`src/rtl/adder_pkg.sv`:
```
// Shared types and helpers for the pipelined carry-lookahead adder/subtractor.
package adder_pkg;

  typedef enum logic {
    OP_ADD = 1'b0,
    OP_SUB = 1'b1
  } op_e;

  // Number of lookahead cells needed to cover a WIDTH-bit operand.
  function automatic int grp_count(input int width, input int group);
    return width / group;
  endfunction

endpackage

```
`src/rtl/cla_group.sv`:
```
// One GROUP-bit carry-lookahead cell: in-group carries, sums and group G/P,
// all in flattened sum-of-products form (no ripple inside the cell).
module cla_group #(
  parameter int GROUP = 4
) (
  input  logic [GROUP-1:0] p_i,
  input  logic [GROUP-1:0] g_i,
  input  logic             c_i,
  output logic [GROUP-1:0] s_o,
  output logic [GROUP-1:0] c_o,
  output logic             gg_o,
  output logic             gp_o
);

  // c_o[i] is the carry into bit i; gg_o/gp_o summarise the whole cell.
  always_comb begin
    logic t;
    logic acc;
    t    = 1'b0;
    acc  = 1'b0;
    c_o  = '0;
    gg_o = 1'b0;
    for (int i = 0; i < GROUP; i++) begin
      t = c_i;
      for (int m = 0; m < i; m++) t = t & p_i[m];
      acc = t;
      for (int j = 0; j < i; j++) begin
        t = g_i[j];
        for (int m = j + 1; m < i; m++) t = t & p_i[m];
        acc = acc | t;
      end
      c_o[i] = acc;
    end
    acc = 1'b0;
    for (int j = 0; j < GROUP; j++) begin
      t = g_i[j];
      for (int m = j + 1; m < GROUP; m++) t = t & p_i[m];
      acc = acc | t;
    end
    gg_o = acc;
    gp_o = &p_i;
    s_o  = p_i ^ c_o;
  end

endmodule

```
`src/rtl/cla_pipe_adder.sv`:
```
// Two-stage pipelined carry-lookahead adder/subtractor with valid/ready
// flow control. S1 registers bit and group propagate/generate terms, S2
// resolves the group carries, forms the sum and registers result + flags.
module cla_pipe_adder
  import adder_pkg::*;
#(
  parameter int WIDTH = 32,
  parameter int GROUP = 4
) (
  input  logic             clk,
  input  logic             rst,
  input  logic             in_valid,
  output logic             in_ready,
  input  logic [WIDTH-1:0] a,
  input  logic [WIDTH-1:0] b,
  input  logic             c_in,
  input  logic             op,
  output logic             out_valid,
  input  logic             out_ready,
  output logic [WIDTH-1:0] sum,
  output logic             c_out,
  output logic             ovf,
  output logic             zero
);

  localparam int NGRP = grp_count(WIDTH, GROUP);

  if (WIDTH % GROUP != 0 || WIDTH < 2) begin : g_bad_cfg
    $error("cla_pipe_adder: WIDTH must be >= 2 and a multiple of GROUP");
  end

  logic             s1_adv, s2_adv;
  logic             vld_p1_q, vld_p2_q;

  logic [WIDTH-1:0] b_eff;
  logic [WIDTH-1:0] p_p1_d, g_p1_d, p_p1_q, g_p1_q;
  logic [NGRP-1:0]  gg_p1_d, gp_p1_d, gg_p1_q, gp_p1_q;
  logic             cin_p1_d, cin_p1_q;

  logic [NGRP:0]    grp_c;
  logic [WIDTH-1:0] bitc_p2;
  logic [WIDTH-1:0] sum_p2_d, sum_p2_q;
  logic             c_out_p2_d, ovf_p2_d, zero_p2_d;
  logic             c_out_p2_q, ovf_p2_q, zero_p2_q;

  logic [WIDTH-1:0] unused_s1_sum, unused_s1_c;
  logic [NGRP-1:0]  unused_s2_gg, unused_s2_gp;

  assign s2_adv   = !vld_p2_q || out_ready;
  assign s1_adv   = !vld_p1_q || s2_adv;
  assign in_ready = s1_adv;

  // ---- S1: operand conditioning, bit and group P/G ----
  assign b_eff    = (op_e'(op) == OP_SUB) ? ~b : b;
  assign cin_p1_d = (op_e'(op) == OP_SUB) ? 1'b1 : c_in;
  assign p_p1_d   = a ^ b_eff;
  assign g_p1_d   = a & b_eff;

  for (genvar k = 0; k < NGRP; k++) begin : g_s1_cell
    cla_group #(.GROUP(GROUP)) u_cell (
      .p_i  (p_p1_d[k*GROUP +: GROUP]),
      .g_i  (g_p1_d[k*GROUP +: GROUP]),
      .c_i  (1'b0),
      .s_o  (unused_s1_sum[k*GROUP +: GROUP]),
      .c_o  (unused_s1_c[k*GROUP +: GROUP]),
      .gg_o (gg_p1_d[k]),
      .gp_o (gp_p1_d[k])
    );
  end

  // S1 data loads only when the stage advances with an accepted operand.
  always_ff @(posedge clk) begin
    if (s1_adv && in_valid) begin
      p_p1_q   <= p_p1_d;
      g_p1_q   <= g_p1_d;
      gg_p1_q  <= gg_p1_d;
      gp_p1_q  <= gp_p1_d;
      cin_p1_q <= cin_p1_d;
    end
  end

  // ---- S2: flattened group-carry lookahead, sums and flags ----
  always_comb begin
    logic t;
    logic acc;
    t     = 1'b0;
    acc   = 1'b0;
    grp_c = '0;
    grp_c[0] = cin_p1_q;
    for (int k = 1; k <= NGRP; k++) begin
      t = cin_p1_q;
      for (int m = 0; m < k; m++) t = t & gp_p1_q[m];
      acc = t;
      for (int j = 0; j < k; j++) begin
        t = gg_p1_q[j];
        for (int m = j + 1; m < k; m++) t = t & gp_p1_q[m];
        acc = acc | t;
      end
      grp_c[k] = acc;
    end
  end

  for (genvar k = 0; k < NGRP; k++) begin : g_s2_cell
    cla_group #(.GROUP(GROUP)) u_cell (
      .p_i  (p_p1_q[k*GROUP +: GROUP]),
      .g_i  (g_p1_q[k*GROUP +: GROUP]),
      .c_i  (grp_c[k]),
      .s_o  (sum_p2_d[k*GROUP +: GROUP]),
      .c_o  (bitc_p2[k*GROUP +: GROUP]),
      .gg_o (unused_s2_gg[k]),
      .gp_o (unused_s2_gp[k])
    );
  end

  assign c_out_p2_d = grp_c[NGRP];
  assign ovf_p2_d   = bitc_p2[WIDTH-1] ^ grp_c[NGRP];
  assign zero_p2_d  = ~|sum_p2_d;

  // Stage valids: reset discards everything in flight.
  always_ff @(posedge clk or posedge rst) begin
    if (rst) begin
      vld_p1_q <= 1'b0;
      vld_p2_q <= 1'b0;
    end else begin
      if (s1_adv) vld_p1_q <= in_valid;
      if (s2_adv) vld_p2_q <= vld_p1_q;
    end
  end

  // Output registers hold while the consumer stalls.
  always_ff @(posedge clk or posedge rst) begin
    if (rst) begin
      sum_p2_q   <= '0;
      c_out_p2_q <= 1'b0;
      ovf_p2_q   <= 1'b0;
      zero_p2_q  <= 1'b0;
    end else if (s2_adv && vld_p1_q) begin
      sum_p2_q   <= sum_p2_d;
      c_out_p2_q <= c_out_p2_d;
      ovf_p2_q   <= ovf_p2_d;
      zero_p2_q  <= zero_p2_d;
    end
  end

  assign out_valid = vld_p2_q;
  assign sum       = sum_p2_q;
  assign c_out     = c_out_p2_q;
  assign ovf       = ovf_p2_q;
  assign zero      = zero_p2_q;

endmodule

```
`config.mk`:
```
export PLATFORM = sky130hd
export DESIGN_NAME = cla_pipe_adder
export DESIGN_NICKNAME = d
export VERILOG_FILES = /design/src/rtl/adder_pkg.sv /design/src/rtl/cla_group.sv /design/src/rtl/cla_pipe_adder.sv
export SDC_FILE = /design/constraint.sdc
export NUM_CORES = 1
export LEC_CHECK = 0
export ABC_AREA = 0
export CAP_MARGIN = 10
export CORE_MARGIN = 2
export CORE_UTILIZATION = 45
export DETAILED_ROUTE_END_ITERATION = 10
export DONT_BUFFER_PORTS = 1
export GPL_TIMING_DRIVEN = 0
export REMOVE_ABC_BUFFERS = 1
export SYNTH_ARGS = -nofsm -noshare
export SYNTH_HDL_FRONTEND = slang
export SYNTH_SLANG_ARGS = --single-unit
```
`constraint.sdc`:
```
create_clock -name clk -period 4 [get_ports clk]
set_clock_uncertainty 0.2 [all_clocks]
set_input_delay 0.8 -clock clk [delete_from_list [all_inputs] [get_ports clk]]
set_output_delay 0.8 -clock clk [all_outputs]
set_load 0.02 [all_outputs]
```
Word-level counts from Yosys, hierarchy flattened
Index checks and enable logic that the tools add are counted.

Bitwise operators: 252. Reductions and logical operators: 16. Mux-type cells: 1.

Operators with widths (number): $and 1x1->1 (132); $or 1x1->1 (108); $and 32x32->32 (1); $mux 32 (1); $not 32->32 (1); $reduce_and 4->1 (8); $reduce_or 32->1 (1); $xor 32x32->32 (1); $xor 4x4->4 (8); $logic_not 1->1 (3); $logic_and 1x1->1 (2); $logic_or 1x1->1 (2); $xor 1x1->1 (1).

Flip-flop bits (word level): 117. Input port bits: 70.

Longest topological paths before layout
Depth in word-level cells: 23. Depth in mapped cells: 10. Depth with buffers taken out: 10.

By module
A second synthesis with hierarchy kept.

Cells, all modules: 507. Area, all modules: 6552.5 um^2.

By module, submodules not included: cla_pipe_adder (instances 1, seq. area each 3358.2 um^2, cells each 267, area an instance 4850.9 um^2); cla_group (instances 16, seq. area each 0.0 um^2, cells each 15, area an instance 106.4 um^2).

Least setup slack after synthesis
No wires, ideal clock.

Kind: input to register. From: input port out_ready. To: register cin_p1_q (enable). Path buffers: 0. Slack: 0.551 ns. Data arrival time: 2.810 ns. Stages: 2. Required time: 3.361 ns. Cell sequence: nand3b_1 and2_1.

Longest elaborated chain between the ends: 3.

Ends and longest elaborated chain: start: declaration (RTL line cla_pipe_adder.sv:19) `input logic out_ready,`; $logic_or 1x1->1 (RTL line cla_pipe_adder.sv:49) `assign s2_adv = !vld_p2_q || out_ready;`; $logic_or 1x1->1 (RTL line cla_pipe_adder.sv:50) `assign s1_adv = !vld_p1_q || s2_adv;`; $logic_and 1x1->1 (RTL line cla_pipe_adder.sv:73) `if (s1_adv && in_valid) begin`; end signal: assignment (RTL line cla_pipe_adder.sv:78) `cin_p1_q <= cin_p1_d;`; end: declaration (RTL line cla_pipe_adder.sv:38) `logic cin_p1_d, cin_p1_q;`.

No other way between the ends. A chain may end at the register's enable or synchronous reset.

Worst setup path in the final report
From: register gg_p1_q[2]. To: register zero_p2_q, in the netlist zero.

Longest elaborated chain between the ends: 18. Elaborated cells between the ends (all ways): 71. Classes of those cells: bitwise: 69; reduce/logical: 2.

Ends and longest elaborated chain: start: declaration (RTL line cla_pipe_adder.sv:37) `logic [NGRP-1:0] gg_p1_d, gp_p1_d, gg_p1_q, gp_p1_q;`; start signal: assignment (RTL line cla_pipe_adder.sv:76) `gg_p1_q <= gg_p1_d;`; $and 1x1->1 (4 in series) (RTL line cla_pipe_adder.sv:96) `for (int m = j + 1; m < k; m++) t = t & gp_p1_q[m];`; $or 1x1->1 (5 in series) (RTL line cla_pipe_adder.sv:97) `acc = acc | t;`; $and 1x1->1 (3 in series) (RTL line cla_group.sv:25) `for (int m = 0; m < i; m++) t = t & p_i[m];`; $or 1x1->1 (3 in series) (RTL line cla_group.sv:30) `acc = acc | t;`; $xor 4x4->4 (RTL line cla_group.sv:42) `s_o = p_i ^ c_o;`; $reduce_or 32->1 (*) (RTL line cla_pipe_adder.sv:117) `assign zero_p2_d = ~|sum_p2_d;`; $logic_not 1->1 (*) (RTL line cla_pipe_adder.sv:117); end signal: assignment (RTL line cla_pipe_adder.sv:141) `zero_p2_q <= zero_p2_d;`; end: declaration (RTL line cla_pipe_adder.sv:44) `logic c_out_p2_q, ovf_p2_q, zero_p2_q;`.

Every way passes the cells marked *; elsewhere a longest branch is shown, timed or not.

==> impl_metrics.toml <==
[grt]
grtUsageMet3 = 0.05022
use_met2 = 0.2611
grt_pass1_wl_um = 16280
grt_usage = 0.1678
met1_usage = 0.2284
grt_start_max_net_pins = 74
first_global_vias = 3122
busiest_layer = "met2"
antenna_found_initial = 0
grt_overflow = 0

[cts]
postCtsHoldBufs = 0
cts_sinks = 110
insertion_delay_ns = 0.34
cts_made_buffers = 9
clk_pin_slew_ns = 0.08
h-tree-depth = 3
clk_path_buf_depth = 2
cts_resized = 0
clockRootBuffer = "clkbuf_16"
post_cts_buffers = 0
cts_tree = "built"

[layout]
instances_no_fill = 553
nets = 515
num-fill-cells = 996
diodes = 0
drive_above_1_share = 0.1024
area_delta_synth_final_pct = 9.342

[logic_synthesis]
synth-seq-cells = 110
synth-main-ff-cell = "edfxtp_1"
yosysMostFrequentCell = "edfxtp_1"
yosysTopAreaCell = "edfxtp_1"
synth_edf_count = 73
synthTopCellsByCount = "73 x edfxtp_1, 40 x ha_1, 37 x dfrtp_1, 37 x xor2_1, 28 x nand2_1"
synth.area.top_cells = "edfxtp_1 41%, dfrtp_1 17%, ha_1 9.4%"
syn_area_per_cell_sq_um = 13.23
synth.top_cell.area_share = 0.4133
ys_types = 41
async_flop_share = 0.3364
syn_area_sq_um = 5304
yosysWarnings = 0
yosysSeqAreaShare = 0.5879
synthCells = 401

[critical_path]
cp_max_fo = 6
crit_path_end_kind = "flop"
worstPathRequired_ns = 4.05
path_class = "reg -> reg"
cp.arrival_ns = 3.35
start_kind = "flop"

[placed_design]
port_buffers = 0
preCtsSetupSlack_ns = 0.6544
place.gp.congestion = 0.7968
dp.cells = 537
hpwl_um = 7717

[sta]
finalHoldViolCount = 0
rsz0062_at_grt = "false"
setup_viol = 0
holdWs_ns = 0.3041
layout_setup_ws_ns = 0.7068
period_share = 0.8233
fmax_mhz = 303.7
worstMarginPinSlew_ns = 0.8558
drv_slew = 0
slew_headroom = 0.4286
layout_min_cycle_time_ns = 3.293

[detailed_routing]
drtAntennaViolNets = 0
post_drt_wl_per_cell_um = 18.90
route.detailed.drc = 0
vias = 3109
firstDrtPassIters = 4
first_iter_violations = 206
drt_wl_total_um = 10450
via_per_inst = 5.622

[run]
drv_cap = 0

[die]
die_y_um = 112.6
dieArea_sq_um = 12670
io_pins = 107
rows = 39
core_region_area_sq_um = 11470
die_w_um = 112.6
start_util = 0.4625

[min_path]
hp-class = "in -> async"

[pwr]
ir_drop_mv = 0.2576
power.leakage_uw = 0.002297
p_per_area_nw_per_um2 = 514.8
fin_total_pwr_uw = 2986

[outcome]
outcome = "complete, no violations"
critical path, stage by stage, from the launching register on:
cell	delay, ns
edfxtp_1	0.41
or3_1	0.40
a311oi_2	0.25
nor2_1	0.12
ha_1	0.22
o21a_1	0.24
or4_1	0.54
a222oi_1	0.41
nand4_1	0.20
o31ai_2	0.21
cell usage in the layout, fill, tap and decap left out, types with 8 or more instances in the layout:
| master | synthesis | final |
|---|---|---|
| nand2b_1 | 13 | 13 |
| and4_1 | 8 | 8 |
| a21oi_1 | 10 | 10 |
| clkbuf_16 | 0 | 9 |
| nor2_1 | 8 | 8 |
| o21ai_0 | 27 | 27 |
| edfxtp_1 | 73 | 73 |
| nor3_1 | 10 | 10 |
| mux2_2 | 15 | 15 |
| nand2_1 | 28 | 27 |
| nor2b_1 | 8 | 8 |
| ha_1 | 40 | 40 |
| xor2_1 | 37 | 37 |
| dfrtp_1 | 37 | 37 |
final cells by class:
class / instances / area (sq um) / share of cell area
tap: 143 / 178.9 / 0.03085
multi-input combinational: 281 / 2153 / 0.3713
sequential: 110 / 3118 / 0.5376
clock buffer: 9 / 225.2 / 0.03883
inverter: 1 / 3.754 / 0.0006472
timing repair buffer: 2 / 47.55 / 0.008198
clock inverter: 7 / 72.57 / 0.01251
worst paths after layout:
| check | cells after the start | from | end | slack (ns) |
|---|---|---|---|---|
| worst max-delay path | 9 | gg_p1_q[2] | zero | 0.71 |
| worst max register to register | 9 | gg_p1_q[2] | zero | 0.71 |
| worst min register to register | 2 | p_p1_q[7] | sum[7] | 0.39 |
| max in group asynchronous | 1 | rst | sum[22] | 2.75 |
| min in group clk | 1 | in_valid | vld_p1_q | 0.37 |
| worst min-delay path | 1 | rst | sum[0] | 0.30 |
power by group:
group / switching, uW / total (uW) / leakage [uW] / internal, uW
logic: 239 / 444 / 0.00100 / 206
clock network: 405 / 893 / 0.000144 / 488
registers: 238 / 1650 / 0.00115 / 1410
total: 881 / 2990 / 0.00230 / 2100
routing by layer:
layer  up-vias  share of wire
met5         -              0
met4         0          0.014
met3        11          0.057
met2        89           0.46
met1      1488           0.46
li1       1521              -
metrics by stage:
step,area (sq um),TNS [ns],utilization
floorplan,5270,0,-
global placement,5449,-11.25,0.4752
detailed placement,5502,0,0.4798
CTS,5799,0,0.5057
global route,5799,0,0.5057
finish,5799,0,0.5057
registers in the layout, indices dropped and copies added (netlist names):
register	cells
p_p1_q	32
sum	32
vld_p1_q	1
gg_p1_q	8
out_valid	1
c_out	1
g_p1_q	24
ovf	1
zero	1
cin_p1_q	1
gp_p1_q	8
logic make-up after synthesis:
kind of cell	Yosys count	synth area share
buffers and inverters	10	0.007076
and+or+nand+nor	111	0.1184
adders and majority gates	40	0.09436
AOI/OAI and AO/OA	72	0.08941
muxes	15	0.03185
xor gates and xnor gates	43	0.07101
DFF	110	0.5879
No activity file was read; power rests on OpenSTA's default activity.
